### src/rtl/input_event_pkg.sv
// ----------------------------------------------------------------------------
// input_event_pkg
// Shared definitions for the board-input event controller: register-window
// byte offsets, register select decode, and pending-bit layout.
// ----------------------------------------------------------------------------
package input_event_pkg;

    localparam int NUM_BTN = 4;
    localparam int PEND_W  = 5;

    // Pending bit positions
    localparam int PEND_BTN0 = 0;
    localparam int PEND_BTN1 = 1;
    localparam int PEND_BTN2 = 2;
    localparam int PEND_BTN3 = 3;
    localparam int PEND_SW   = 4;

    // Byte offsets within the register window
    localparam logic [3:0] OFS_BTN  = 4'h0;
    localparam logic [3:0] OFS_SW   = 4'h4;
    localparam logic [3:0] OFS_PEND = 4'h8;
    localparam logic [3:0] OFS_MASK = 4'hC;

    // Word select derived from address bits [3:2]
    typedef enum logic [1:0] {
        SEL_BTN  = OFS_BTN[3:2],
        SEL_SW   = OFS_SW[3:2],
        SEL_PEND = OFS_PEND[3:2],
        SEL_MASK = OFS_MASK[3:2]
    } reg_sel_e;

    // Byte-offset bits [1:0] are don't-care; only the word index matters.
    function automatic reg_sel_e addr_to_sel(input logic [3:0] addr);
        return reg_sel_e'(addr[3:2]);
    endfunction

endpackage

### src/rtl/input_event_ctrl_if.sv
// ----------------------------------------------------------------------------
// input_event_ctrl_if
// LSU-side register window of the input event controller.
//   i_addr  [3:0]  byte offset, bits [3:2] select the register
//   i_rd_en        read strobe
//   i_wr_en        write strobe
//   i_wdata [31:0] write data
//   o_rdata [31:0] registered read data
//   o_irq          maskable interrupt, |(pending & mask)
// master: the LSU side; slave: the controller.
// ----------------------------------------------------------------------------
interface input_event_ctrl_if;

    logic [3:0]  i_addr;
    logic        i_rd_en;
    logic        i_wr_en;
    logic [31:0] i_wdata;
    logic [31:0] o_rdata;
    logic        o_irq;

    modport master (
        output i_addr, i_rd_en, i_wr_en, i_wdata,
        input  o_rdata, o_irq
    );

    modport slave (
        input  i_addr, i_rd_en, i_wr_en, i_wdata,
        output o_rdata, o_irq
    );

endinterface

### src/rtl/debounce_cell.sv
// ----------------------------------------------------------------------------
// debounce_cell
// One push-button bit: two-flop synchronizer followed by a stability counter.
// A change on the synchronized input is accepted only after it has held for
// DB_LIMIT consecutive cycles.
//   i_clk     system clock
//   i_rst     synchronous active-high reset
//   i_raw     asynchronous raw button, 1 = pressed
//   o_stable  debounced level
//   o_rise    one-cycle strobe, high in the cycle whose edge takes o_stable 0->1
// ----------------------------------------------------------------------------
module debounce_cell #(
    parameter int DB_LIMIT = 50000,
    parameter int DB_CNT_W = 16
) (
    input  logic i_clk,
    input  logic i_rst,
    input  logic i_raw,
    output logic o_stable,
    output logic o_rise
);

    localparam logic [DB_CNT_W-1:0] CNT_LAST = DB_CNT_W'(DB_LIMIT - 1);

    logic                s1;
    logic                s2;
    logic [DB_CNT_W-1:0] cnt;
    logic                differs;
    logic                accept;

    assign differs = (s2 != o_stable);
    // The counter never passes CNT_LAST: reaching it while still differing
    // commits the new level and clears the count, so it cannot wrap.
    assign accept  = differs && (cnt == CNT_LAST);
    assign o_rise  = accept && s2;

    // NOTE: every flop here uses <= so s1 -> s2 -> stable shift as a true
    // pipeline; a blocking assignment would collapse the synchronizer stages.
    always_ff @(posedge i_clk) begin
        if (i_rst) begin
            s1       <= 1'b0;
            s2       <= 1'b0;
            o_stable <= 1'b0;
            cnt      <= '0;
        end else begin
            s1 <= i_raw;
            s2 <= s1;
            if (accept) begin
                o_stable <= s2;
                cnt      <= '0;
            end else if (differs) begin
                cnt <= cnt + DB_CNT_W'(1);
            end else begin
                cnt <= '0;
            end
        end
    end

endmodule

### src/rtl/input_event_ctrl.sv
// ----------------------------------------------------------------------------
// input_event_ctrl
// Synchronizes and debounces the board buttons, synchronizes the switches,
// latches button-press and switch-change events into sticky pending bits and
// raises a maskable interrupt. The LSU reads state and clears events through
// a four-word register window.
//   i_clk     system clock
//   i_rst     synchronous active-high reset
//   i_io_btn  raw buttons [3:0], asynchronous, 1 = pressed
//   i_io_sw   raw switches [31:0], asynchronous
//   bus       register window (slave side): addr/rd/wr/wdata in, rdata/irq out
// Registers: 0x0 BTN (RO), 0x4 SW (RO), 0x8 PEND (W1C), 0xC MASK (RW, [4:0])
// ----------------------------------------------------------------------------
module input_event_ctrl
    import input_event_pkg::*;
#(
    parameter int DB_LIMIT = 50000,
    parameter int DB_CNT_W = 16
) (
    input  logic               i_clk,
    input  logic               i_rst,
    input  logic [NUM_BTN-1:0] i_io_btn,
    input  logic [31:0]        i_io_sw,
    input_event_ctrl_if.slave  bus
);

    logic [NUM_BTN-1:0] btn_stable;
    logic [NUM_BTN-1:0] btn_rise;

    for (genvar g = 0; g < NUM_BTN; g++) begin : g_btn
        debounce_cell #(
            .DB_LIMIT (DB_LIMIT),
            .DB_CNT_W (DB_CNT_W)
        ) u_db (
            .i_clk    (i_clk),
            .i_rst    (i_rst),
            .i_raw    (i_io_btn[g]),
            .o_stable (btn_stable[g]),
            .o_rise   (btn_rise[g])
        );
    end

    // Switches need no debounce; s2 is their stable value. sw_prev trails
    // sw_s2 by one cycle for change detection and resets to 0 alongside it,
    // so reset itself never looks like a change.
    logic [31:0] sw_s1;
    logic [31:0] sw_s2;
    logic [31:0] sw_prev;
    logic        sw_change;

    always_ff @(posedge i_clk) begin
        if (i_rst) begin
            sw_s1   <= '0;
            sw_s2   <= '0;
            sw_prev <= '0;
        end else begin
            sw_s1   <= i_io_sw;
            sw_s2   <= sw_s1;
            sw_prev <= sw_s2;
        end
    end

    assign sw_change = (sw_s2 != sw_prev);

    reg_sel_e           sel;
    logic [PEND_W-1:0]  pend;
    logic [PEND_W-1:0]  mask;
    logic [PEND_W-1:0]  pend_set;
    logic [PEND_W-1:0]  pend_clr;
    logic [PEND_W-1:0]  pend_next;
    logic [31:0]        rd_mux;

    assign sel = addr_to_sel(bus.i_addr);

    // NOTE: each always_comb output is given a default before any condition,
    // so no path leaves it unassigned and no latch is inferred.
    always_comb begin
        pend_set                     = '0;
        pend_set[PEND_BTN3:PEND_BTN0] = btn_rise;
        pend_set[PEND_SW]            = sw_change;

        pend_clr = '0;
        if (bus.i_wr_en && (sel == SEL_PEND)) begin
            pend_clr = bus.i_wdata[PEND_W-1:0];
        end

        // Clear first, then OR in new events: a set coinciding with its
        // W1C clear leaves the bit at 1 so the event is not lost.
        pend_next = (pend & ~pend_clr) | pend_set;
    end

    // Read mux sees pre-write register values, so a PEND read in the same
    // cycle as a PEND write returns the value before the clear.
    always_comb begin
        rd_mux = '0;
        case (sel)
            SEL_BTN:  rd_mux = 32'(btn_stable);
            SEL_SW:   rd_mux = sw_s2;
            SEL_PEND: rd_mux = 32'(pend);
            SEL_MASK: rd_mux = 32'(mask);
        endcase
    end

    always_ff @(posedge i_clk) begin
        if (i_rst) begin
            pend        <= '0;
            mask        <= '0;
            bus.o_rdata <= '0;
        end else begin
            pend <= pend_next;
            if (bus.i_wr_en && (sel == SEL_MASK)) begin
                mask <= bus.i_wdata[PEND_W-1:0];
            end
            if (bus.i_rd_en) begin
                bus.o_rdata <= rd_mux;
            end
        end
    end

    assign bus.o_irq = |(pend & mask);

    // Byte-lane address bits and upper write-data bits carry no meaning here.
    logic unused_bits;
    assign unused_bits = ^{bus.i_addr[1:0], bus.i_wdata[31:PEND_W]};

endmodule

### src/flat_wrapper.sv
// flat-port wrapper written by rule: the top's interface ports become plain ports
module input_event_ctrl_flat import input_event_pkg::*;
#(
    parameter int DB_LIMIT = 50000,
    parameter int DB_CNT_W = 16
)
  (i_clk, i_rst, i_io_btn, i_io_sw, bus_i_addr, bus_i_rd_en, bus_i_wr_en, bus_i_wdata, bus_o_rdata, bus_o_irq);
  input_event_ctrl_if bus_i ();
  input  logic i_clk;
  input  logic i_rst;
  input  logic [NUM_BTN-1:0] i_io_btn;
  input  logic [31:0] i_io_sw;
  input wire logic [$bits(bus_i.i_addr)-1:0] bus_i_addr;
  input wire logic [$bits(bus_i.i_rd_en)-1:0] bus_i_rd_en;
  input wire logic [$bits(bus_i.i_wr_en)-1:0] bus_i_wr_en;
  input wire logic [$bits(bus_i.i_wdata)-1:0] bus_i_wdata;
  output wire logic [$bits(bus_i.o_rdata)-1:0] bus_o_rdata;
  output wire logic [$bits(bus_i.o_irq)-1:0] bus_o_irq;
  assign bus_i.i_addr = bus_i_addr;
  assign bus_i.i_rd_en = bus_i_rd_en;
  assign bus_i.i_wr_en = bus_i_wr_en;
  assign bus_i.i_wdata = bus_i_wdata;
  assign bus_o_rdata = bus_i.o_rdata;
  assign bus_o_irq = bus_i.o_irq;
  input_event_ctrl #(.DB_LIMIT(DB_LIMIT), .DB_CNT_W(DB_CNT_W)) u_core (.i_clk(i_clk), .i_rst(i_rst), .i_io_btn(i_io_btn), .i_io_sw(i_io_sw), .bus(bus_i));
endmodule
### config.mk
export PLATFORM = sky130hd
export DESIGN_NAME = input_event_ctrl_flat
export DESIGN_NICKNAME = d
export VERILOG_FILES = /design/src/rtl/input_event_pkg.sv /design/src/rtl/input_event_ctrl_if.sv /design/src/rtl/debounce_cell.sv /design/src/rtl/input_event_ctrl.sv /design/src/flat_wrapper.sv
export SDC_FILE = /design/constraint.sdc
export NUM_CORES = 1
export LEC_CHECK = 0
export CAP_MARGIN = 10
export CORE_ASPECT_RATIO = 0.7
export CORE_MARGIN = 2
export CORE_UTILIZATION = 49
export DETAILED_ROUTE_END_ITERATION = 8
export GPL_ROUTABILITY_DRIVEN = 0
export PLACE_DENSITY = 0.85
export SYNTH_ARGS = -nofsm -noshare
export SYNTH_HDL_FRONTEND = slang
export SYNTH_HIERARCHICAL = 1
export SYNTH_SLANG_ARGS = --single-unit
### constraint.sdc
create_clock -name i_clk -period 1.5 [get_ports i_clk]
set_input_delay 0.3 -clock i_clk [delete_from_list [all_inputs] [get_ports i_clk]]
set_output_delay 0.3 -clock i_clk [all_outputs]
set_load 0.05 [all_outputs]
=== After elaboration in Yosys (flattened, before gate mapping) ===
Cells that the tools add are included.

* Word-level logic and storage cells: 64
* Register bits: 214
* Output and inout bits: 33

* Bitwise operators: 8
* $add $sub $neg: 4
* Reductions and logical operators: 16
* Equal/unequal tests: 12
* Multiplexer cells: 2

{| class="wikitable"
|+ Operator list
! kind !! number
|-
| $pmux 32 s4 || 1
|-
| $add 16x1->16 const B || 4
|-
| $eq 16x16->1 const B || 4
|-
| $ne 32x32->1 || 1
|-
| $reduce_or 3->1 || 4
|-
| $and 5x5->5 || 2
|-
| $logic_and 1x1->1 || 10
|-
| $mux 5 || 1
|-
| $not 5->5 || 1
|-
| $or 5x5->5 || 1
|-
| $reduce_or 5->1 || 1
|-
| $eq 2x2->1 const B || 2
|-
| $ne 1x1->1 || 4
|-
| $not 1->1 || 4
|-
| $eq 2x1->1 const B || 1
|-
| $logic_not 2->1 || 1
|}

=== Logic depth before layout (Yosys ltp) ===
Gate-level depths: netlist (run 1).

* Depth in word-level cells: 6
* Gate-level depth with buffers: 6
* Gate-level depth less buffers: 6

=== Cells and area by module ===
The synthesis (run 1) kept the hierarchy.

{| class="wikitable"
|+ Modules (own cells, without submodules)
! module !! cells each !! seq. area each (um^2) !! area an instance (um^2) !! times used
|-
| input_event_ctrl || 427 || 2,762.6 || 4,595.7 || 1
|-
| debounce_cell || 88 || 380.4 || 847.1 || 4
|}

=== Worst setup path before layout (run 1) ===
No wires, ideal clock.

* Path kind: flip-flop to flip-flop
* Start: reg u_core.g_btn[0].u_db.cnt[0]
* End: reg u_core.g_btn[0].u_db.cnt[11]
* Setup slack: 0.044 ns
* Required time: 1.385 ns
* Period minus slack after synthesis: 1.456 ns
* Arrival: 1.341 ns
* Path buffers: 1
* Stages on the path, launching flop included: 7
* Cell sequence: dfxtp_1 -> ha_1 -> nand3_1 -> nand4b_2 -> nand2_2 -> buf_6 -> nor2_1

* Cells in the longest elaborated chain, start to end: 3
* Elaborated cells between the ends (all ways): 4
* Classes of those cells: 1 x add/sub; 1 x eq/ne; 2 x reduce/logical

{| class="wikitable"
|+ Ends and longest elaborated chain
! element !! RTL line !! text
|-
| start, declared || debounce_cell.sv:27 || <nowiki>logic [DB_CNT_W-1:0] cnt;</nowiki>
|-
| start signal, assigned || debounce_cell.sv:52 || <nowiki>cnt <= cnt + DB_CNT_W'(1);</nowiki>
|-
| parallel branches: the longest is 3 deep, another holds $add 16x1->16 || n/a ||
|}

Parallel ways; which one is timed is not known.
A chain may end at the register's enable or synchronous reset.

=== Final worst setup path (run 1) ===
* Start: reg u_core.mask[4]
* End: out bus_o_irq

* Cells in the longest elaborated chain, start to end: 2

{| class="wikitable"
|+ Ends and longest elaborated chain
! element !! RTL line !! text
|-
| start, declared || input_event_ctrl.sv:67 || <nowiki>logic [PEND_W-1:0] mask;</nowiki>
|-
| start signal, assigned || input_event_ctrl.sv:112 || <nowiki>mask <= bus.i_wdata[PEND_W-1:0];</nowiki>
|-
| $and 5x5->5 || input_event_ctrl.sv:120 || <nowiki>assign bus.o_irq = |(pend & mask);</nowiki>
|-
| $reduce_or 5->1 || input_event_ctrl.sv:120 ||
|-
| end, declared || flat_wrapper.sv:18 || <nowiki>output wire logic [$bits(bus_i.o_irq)-1:0] bus_o_irq;</nowiki>
|}

No other way between the ends.

==> metrics, run 1 <==
P_leak=4.07 nW; relative slew slack=70.2%; min setup slack post-route=-0.264 ns; Area growth syn-to-layout=34.3%; Routed WL=approximately 17000 um; Synth Cell Area=7980 um2; Synth Area in Compound Gates=2.55%; setup_tns=-0.264 ns; initial antenna violation count=0; largest net degree at the start of global routing=55; total number of vias=~5600; Worst Path Arrival=1.46 ns; Max Cap Violations=0; WL/cell=14.3 um; Post-synth EDFFs=0; number of port buffers=approximately 80; status=complete, but fails checks; Die Span X=157 um; clock slew at the register clock pins of the worst setup and hold paths=about 0.070 ns; Post-DP Area=9760 um2; cells after synthesis=779; post-synthesis sequential area ratio=53.7%; largest family of logic cells by synthesized area=simple AND/OR/NAND/NOR gates; CP Max Fanout=2; final hold viol count=0; design area=10700 um2; Async S/R FF share, synth=0%; clock sink count=between 200 and 250; core area=approximately 16000 um2; vias per cell=4.86; Total Power=11.6 mW; gr usage total=19.2%; Crit Path Class=reg -> out; Critical Path Source Type=flip-flop; vias in the first global route=5441; fmax=567 MHz; DIE HEIGHT=111 um; post-layout util=68.1%; main flop type after synthesis=dfxtp_1; Ys Warns=6; Clk Latency, worst-skew pair=0.49 ns; CTS tree=built; final setup violating endpoints=1; Die Footprint=17300 um2; Avg Inst Size Synth=approximately 10 um2; Max Transition Viols Final=0; DR DRC count=0; CTS root buf=clkbuf_16; post-synthesis xor/xnor area fraction=10.1%; I/O pin total=109; fill count=1127; TritonRoute pass-1 iters=4; detailed placer's ending HPWL=11400 um; pwr/cell area=around 1100 nW/um2; Simple-Gate Fraction of Synth Area=27.4%; NumNets Final=between 1000 and 1500; Layout Skew=0.00713 ns; crit path capture type=primary output; depth of the CTS H-tree=1; Overflow after GRT=0; CTS Buf Count=20; R2R cell count=4; post-synth cell types=34; first-pass GRT wire length=~27000 um; Required @ worst endpoint=1.20 ns; initial core utilization=roughly half; final period utilization=118%; layout cell share with drive strength beyond 1=22.2%; #FFs+latches synth=214; hold depth=2; Least-Margin Pin Slew=between 0.4 and 0.5 ns; peak supply drop=669 uV; Post-Synth Adder-Cell Area=0.627%; post-synthesis mux area share=3.01%; DP Worst Slack=-0.263 ns; antenna-violating nets left=0; Detailed Route Iter0 Violations=311; Syn Nets=859; Max Root-Sink Buffers=3; Site Rows=38; failing checks=negative setup slack; min cycle time layout=1.76 ns; type of the worst min-delay path=in -> reg; diode count=0; RSZ-0062 raised after global routing=yes
==> logic make-up (layout without fill, tap and decap cells) <==
kind of cell / Yosys count / after routing
AO/OA/AOI/OAI: 37 / 37
XOR/XNOR: 92 / 92
adder cells (fa/ha/maj): 4 / 4
buffers and inverters: 39 / 200
flip-flops: 214 / 214
multiplexers: 19 / 19
AND/OR/NAND/NOR: 374 / 374
==> power breakdown <==
group	switching (mW)	internal, mW	leakage [nW]
Combinational	0.270	0.320	1.99
Clock	2.10	3.05	0.335
Sequential	0.0813	5.81	1.75
==> final timing paths <==
kind	startpoint	endpoint	slack, ns
min reg2reg	u_core/sw_s1[3]	u_core/sw_s2[3]	0.44
max reg2reg	u_core/sw_s2[26]	u_core/pend[4]	0.03
min	i_rst	u_core/g_btn[2].u_db/o_stable	0.17
max	u_core/mask[4]	bus_o_irq	-0.26
==> synthesized netlist by cell type, types with 7 or more instances <==
master | instances | area [um2]
buf_6 | 7 | 78.8
a21oi_1 | 33 | 165
nand2_1 | 18 | 67.6
xor2_1 | 12 | 105
nor2b_1 | 131 | 820
xnor2_1 | 80 | 701
clkbuf_1 | 15 | 56.3
nor3_1 | 20 | 100
nor2_1 | 113 | 424
mux2i_1 | 15 | 150
nor2_2 | 8 | 50.1
nand3_1 | 21 | 105
inv_1 | 12 | 45.0
nor4bb_1 | 8 | 80.1
nand4_1 | 14 | 87.6
nor4_2 | 12 | 150
dfxtp_1 | 214 | 4280
==> routing by layer <==
metal / track usage, % / routed length, um
met4: 3.85 / 221
met5: 0 / 0
met1: 27.3 / 8040
met3: 3.67 / 750
met2: 30.4 / 7620
==> state kept, by name (all words and copies together) (netlist names) <==
signal / flops
u_core/g_btn.u_db/s2: 4
u_core/sw_s2: 32
u_core/sw_s1: 32
u_core/mask: 5
u_core/pend: 5
u_core/g_btn.u_db/cnt: 64
u_core/sw_prev: 32
u_core/g_btn.u_db/o_stable: 4
u_core/g_btn.u_db/s1: 4
u_core/bus.o_rdata: 32
==> metrics by stage <==
| step | cells | hold WS (ns) |
|---|---|---|
| after CTS | 1155 | 0.159 |
| after floorplan | 779 | 0.372 |
| after global placement | 1118 | 0.417 |
| after global routing | 1160 | 0.170 |
| after detailed placement | 1118 | 0.422 |
| final | 1160 | 0.167 |
==> layout by cell type (no fill, tap or decap), drive strengths merged, types with 15 or more instances in the layout <==
cell type and n:
buf 108, nand2 22, xnor2 80, nand4 18
nand3 21, dfxtp 214, nor4 15, clkbuf 26
nor3 20, nor2 121, nor2b 131, a21oi 33
mux2i 15, clkdlybuf4s50 45
==> what timing repair did <==
| action | CTS | global route |
|---|---|---|
| setup buffers | 2 | 5 |
| pin swaps | 2 | 6 |
| gates resized for setup | 13 | 29 |
| hold buffers | 0 | 0 |
| setup endpoints to repair | 26 | 51 |
==> area by class of cell <==
cell class                 count  area [um2]  share of cell area (%)
sequential                   214        4290                    40.0
multi-input combinational    526        3700                    34.5
timing repair buffer         153        1730                    16.1
clock buffer                  26         574                    5.36
tap                          220         275                    2.57
clock inverter                 9         101                   0.945
inverter                      12        45.0                   0.420
==> critical path: stages, from the launching register on <==
cell      delay, ns
dfxtp_2        0.32
a222oi_1       0.34
nand2_1        0.14
buf_6          0.17
Note: power is estimated with default switching activity, not from simulation.
==> run 2, diff against run 1 <==
--- a/config.mk
+++ b/config.mk
@@ -6,9 +6,11 @@
 export NUM_CORES = 1
 export LEC_CHECK = 0
 export CAP_MARGIN = 10
+export CELL_PAD_IN_SITES_DETAIL_PLACEMENT = 1
+export CELL_PAD_IN_SITES_GLOBAL_PLACEMENT = 1
 export CORE_ASPECT_RATIO = 0.7
 export CORE_MARGIN = 2
-export CORE_UTILIZATION = 49
+export CORE_UTILIZATION = 38
 export DETAILED_ROUTE_END_ITERATION = 8
 export GPL_ROUTABILITY_DRIVEN = 0
 export PLACE_DENSITY = 0.85
==> metrics, run 2 (synthesis results as in run 1) <==
vias per cell=4.88 (was 4.86); Routed WL=22500 um (was 16600 um); pwr/cell area=1090 nW/um2 (about the same); max FFs per register=64 (unchanged); post-layout util=53.6% (was 68.1%); Critical Path Source Type=flip-flop (unchanged); setup_tns=-0.503 ns (was -0.264 ns); initial antenna violation count=0 (unchanged); Post-Layout Cell Count=1223 (was 1160); detailed placer's ending HPWL=13900 um (was 11400 um); CP Max Fanout=2 (unchanged); Least-Margin Pin Slew=0.538 ns (was 0.443 ns); P_leak=4.23 nW (was 4.07 nW); Required @ worst endpoint=1.20 ns (about the same); layout cell share with drive strength beyond 1=24.0% (was 22.2%); status=complete, but fails checks (unchanged); largest net degree at the start of global routing=53 (was 55); CTS root buf=clkbuf_16 (unchanged); Max Transition Viols Final=0 (unchanged); CTS Hold Bufs=0 (unchanged); core area=20600 um2 (was 15700 um2); Area growth syn-to-layout=38.6% (was 34.3%); Clk Latency, worst-skew pair=0.51 ns (was 0.49 ns); Site Rows=44 (was 38); TritonRoute pass-1 iters=6 (was 4); WL/cell=18.4 um (was 14.3 um); CP startpoint=u_core/mask[4] (unchanged); Die Span X=177 um (was 157 um); Inst Count DP=1178 (was 1118); first-pass GRT wire length=34300 um (was 27000 um); Max Cap Violations=0 (unchanged); peak supply drop=760 uV (was 669 uV); Max Root-Sink Buffers=3 (unchanged); final setup violating endpoints=1 (unchanged); clock sink count=214 (unchanged); DIE HEIGHT=125 um (was 111 um); R2R Path Start=u_core/sw_s2[27] (was u_core/sw_s2[26]); NumNets Final=1015 (was 1007); fmax=499 MHz (was 567 MHz); initial core utilization=38.7% (was 50.7%); Hold Path End=u_core/g_btn[2].u_db/o_stable (unchanged); DP Worst Slack=-0.323 ns (was -0.263 ns); type of the worst min-delay path=in -> reg (unchanged); Layout Skew=0.0211 ns (was 0.00713 ns); final hold viol count=0 (unchanged); Detailed Route Iter0 Violations=195 (was 311); min setup slack post-route=-0.503 ns (was -0.264 ns); R2R cell count=3 (was 4); Overflow after GRT=0 (unchanged); vias in the first global route=6487 (was 5441); total number of vias=5971 (was 5635); gr usage total=19.5% (was 19.2%); crit path capture type=primary output (unchanged); worst hold path startpoint=i_rst (unchanged); R2R Path End=u_core/pend[4] (unchanged); DR DRC count=0 (unchanged); RSZ-0062 raised after global routing=yes (unchanged); depth of the CTS H-tree=1 (unchanged); most frequent cells in the layout=dfxtp_1 (204), nor2b_1 (131), nor2_1 (113) (was dfxtp_1 (208), nor2b_1 (131), nor2_1 (113)); antenna-violating nets left=0 (unchanged); diode count=0 (unchanged); commonest non-fill, non-tap cell in the layout=dfxtp_1 (unchanged); Die Footprint=22200 um2 (was 17300 um2); Biggest register=u_core/g_btn.u_db/cnt (unchanged); Crit Path Class=reg -> out (unchanged); failing checks=negative setup slack (unchanged); final period utilization=134% (was 118%); Worst Path Arrival=1.70 ns (was 1.46 ns); clock slew at the register clock pins of the worst setup and hold paths=0.07 ns (about the same); number of port buffers=79 (unchanged); I/O pin total=109 (unchanged); hold depth=2 (unchanged); R2R Setup Slk=0.01 ns (was 0.03 ns); min cycle time layout=2.00 ns (was 1.76 ns); CTS Buf Count=22 (was 20); relative slew slack=64.0% (was 70.2%); CTS tree=built (unchanged)
[run 2: critical path, cell delays in order (launching register included)]
cell      delay (ns)
dfxtp_2         0.33
a222oi_1        0.43
nand2_1         0.22
buf_6           0.20
[run 2: what timing repair did]
item	in CTS	in global routing
pin swaps	3	21
setup endpoints to repair	37	63
buffers inserted	2	7
gates resized for setup	22	41
[run 2: power breakdown]
part	leakage [nW]	switching, mW	internal [mW]	total, mW
combinational	2.14	0.308	0.338	0.646
clock	0.345	2.27	3.19	5.46
sequential	1.75	0.0903	5.82	5.91
[run 2: how the worst max path moves through the flow]
| stage | to | slack (ns) | depth (start not counted) |
|---|---|---|---|
| floorplan | u_core/g_btn[0].u_db/cnt[11] | 0.04 | 6 |
| global placement | u_core/bus.o_rdata[3] | -0.25 | 5 |
| detailed placement | u_core/bus.o_rdata[1] | -0.32 | 5 |
| CTS | bus_o_irq | -0.44 | 3 |
| global route | bus_o_irq | -0.54 | 3 |
| finish | bus_o_irq | -0.50 | 3 |
[run 2: layout make-up]
| type | count | area (um2) |
|---|---|---|
| fill | 2166 | 9580 |
| tap | 276 | 345 |
| multi-input combinational | 526 | 3830 |
| timing repair buffer | 159 | 1840 |
| clock inverter | 7 | 103 |
| clock buffer | 29 | 607 |
| sequential | 214 | 4300 |
| inverter | 12 | 45.0 |
[run 2: routing by layer]
metal,wire length (um),vias to the layer above,GRT usage [%]
met3,703,47,3.04
li1,-,2869,-
met2,11700,116,35.2
met5,0,-,0
met4,650,0,5.98
met1,9390,2939,23.8
[run 2: through the flow]
stage                     total power [mW]  cell area [um2]  hold slack [ns]
after floorplan                       6.31             7980            0.372
after global placement                6.61             9930            0.420
after detailed placement              6.64             9930            0.425
after CTS                             12.1            10800            0.145
after global routing                  12.4            11100            0.158
final                                 12.0            11100            0.147
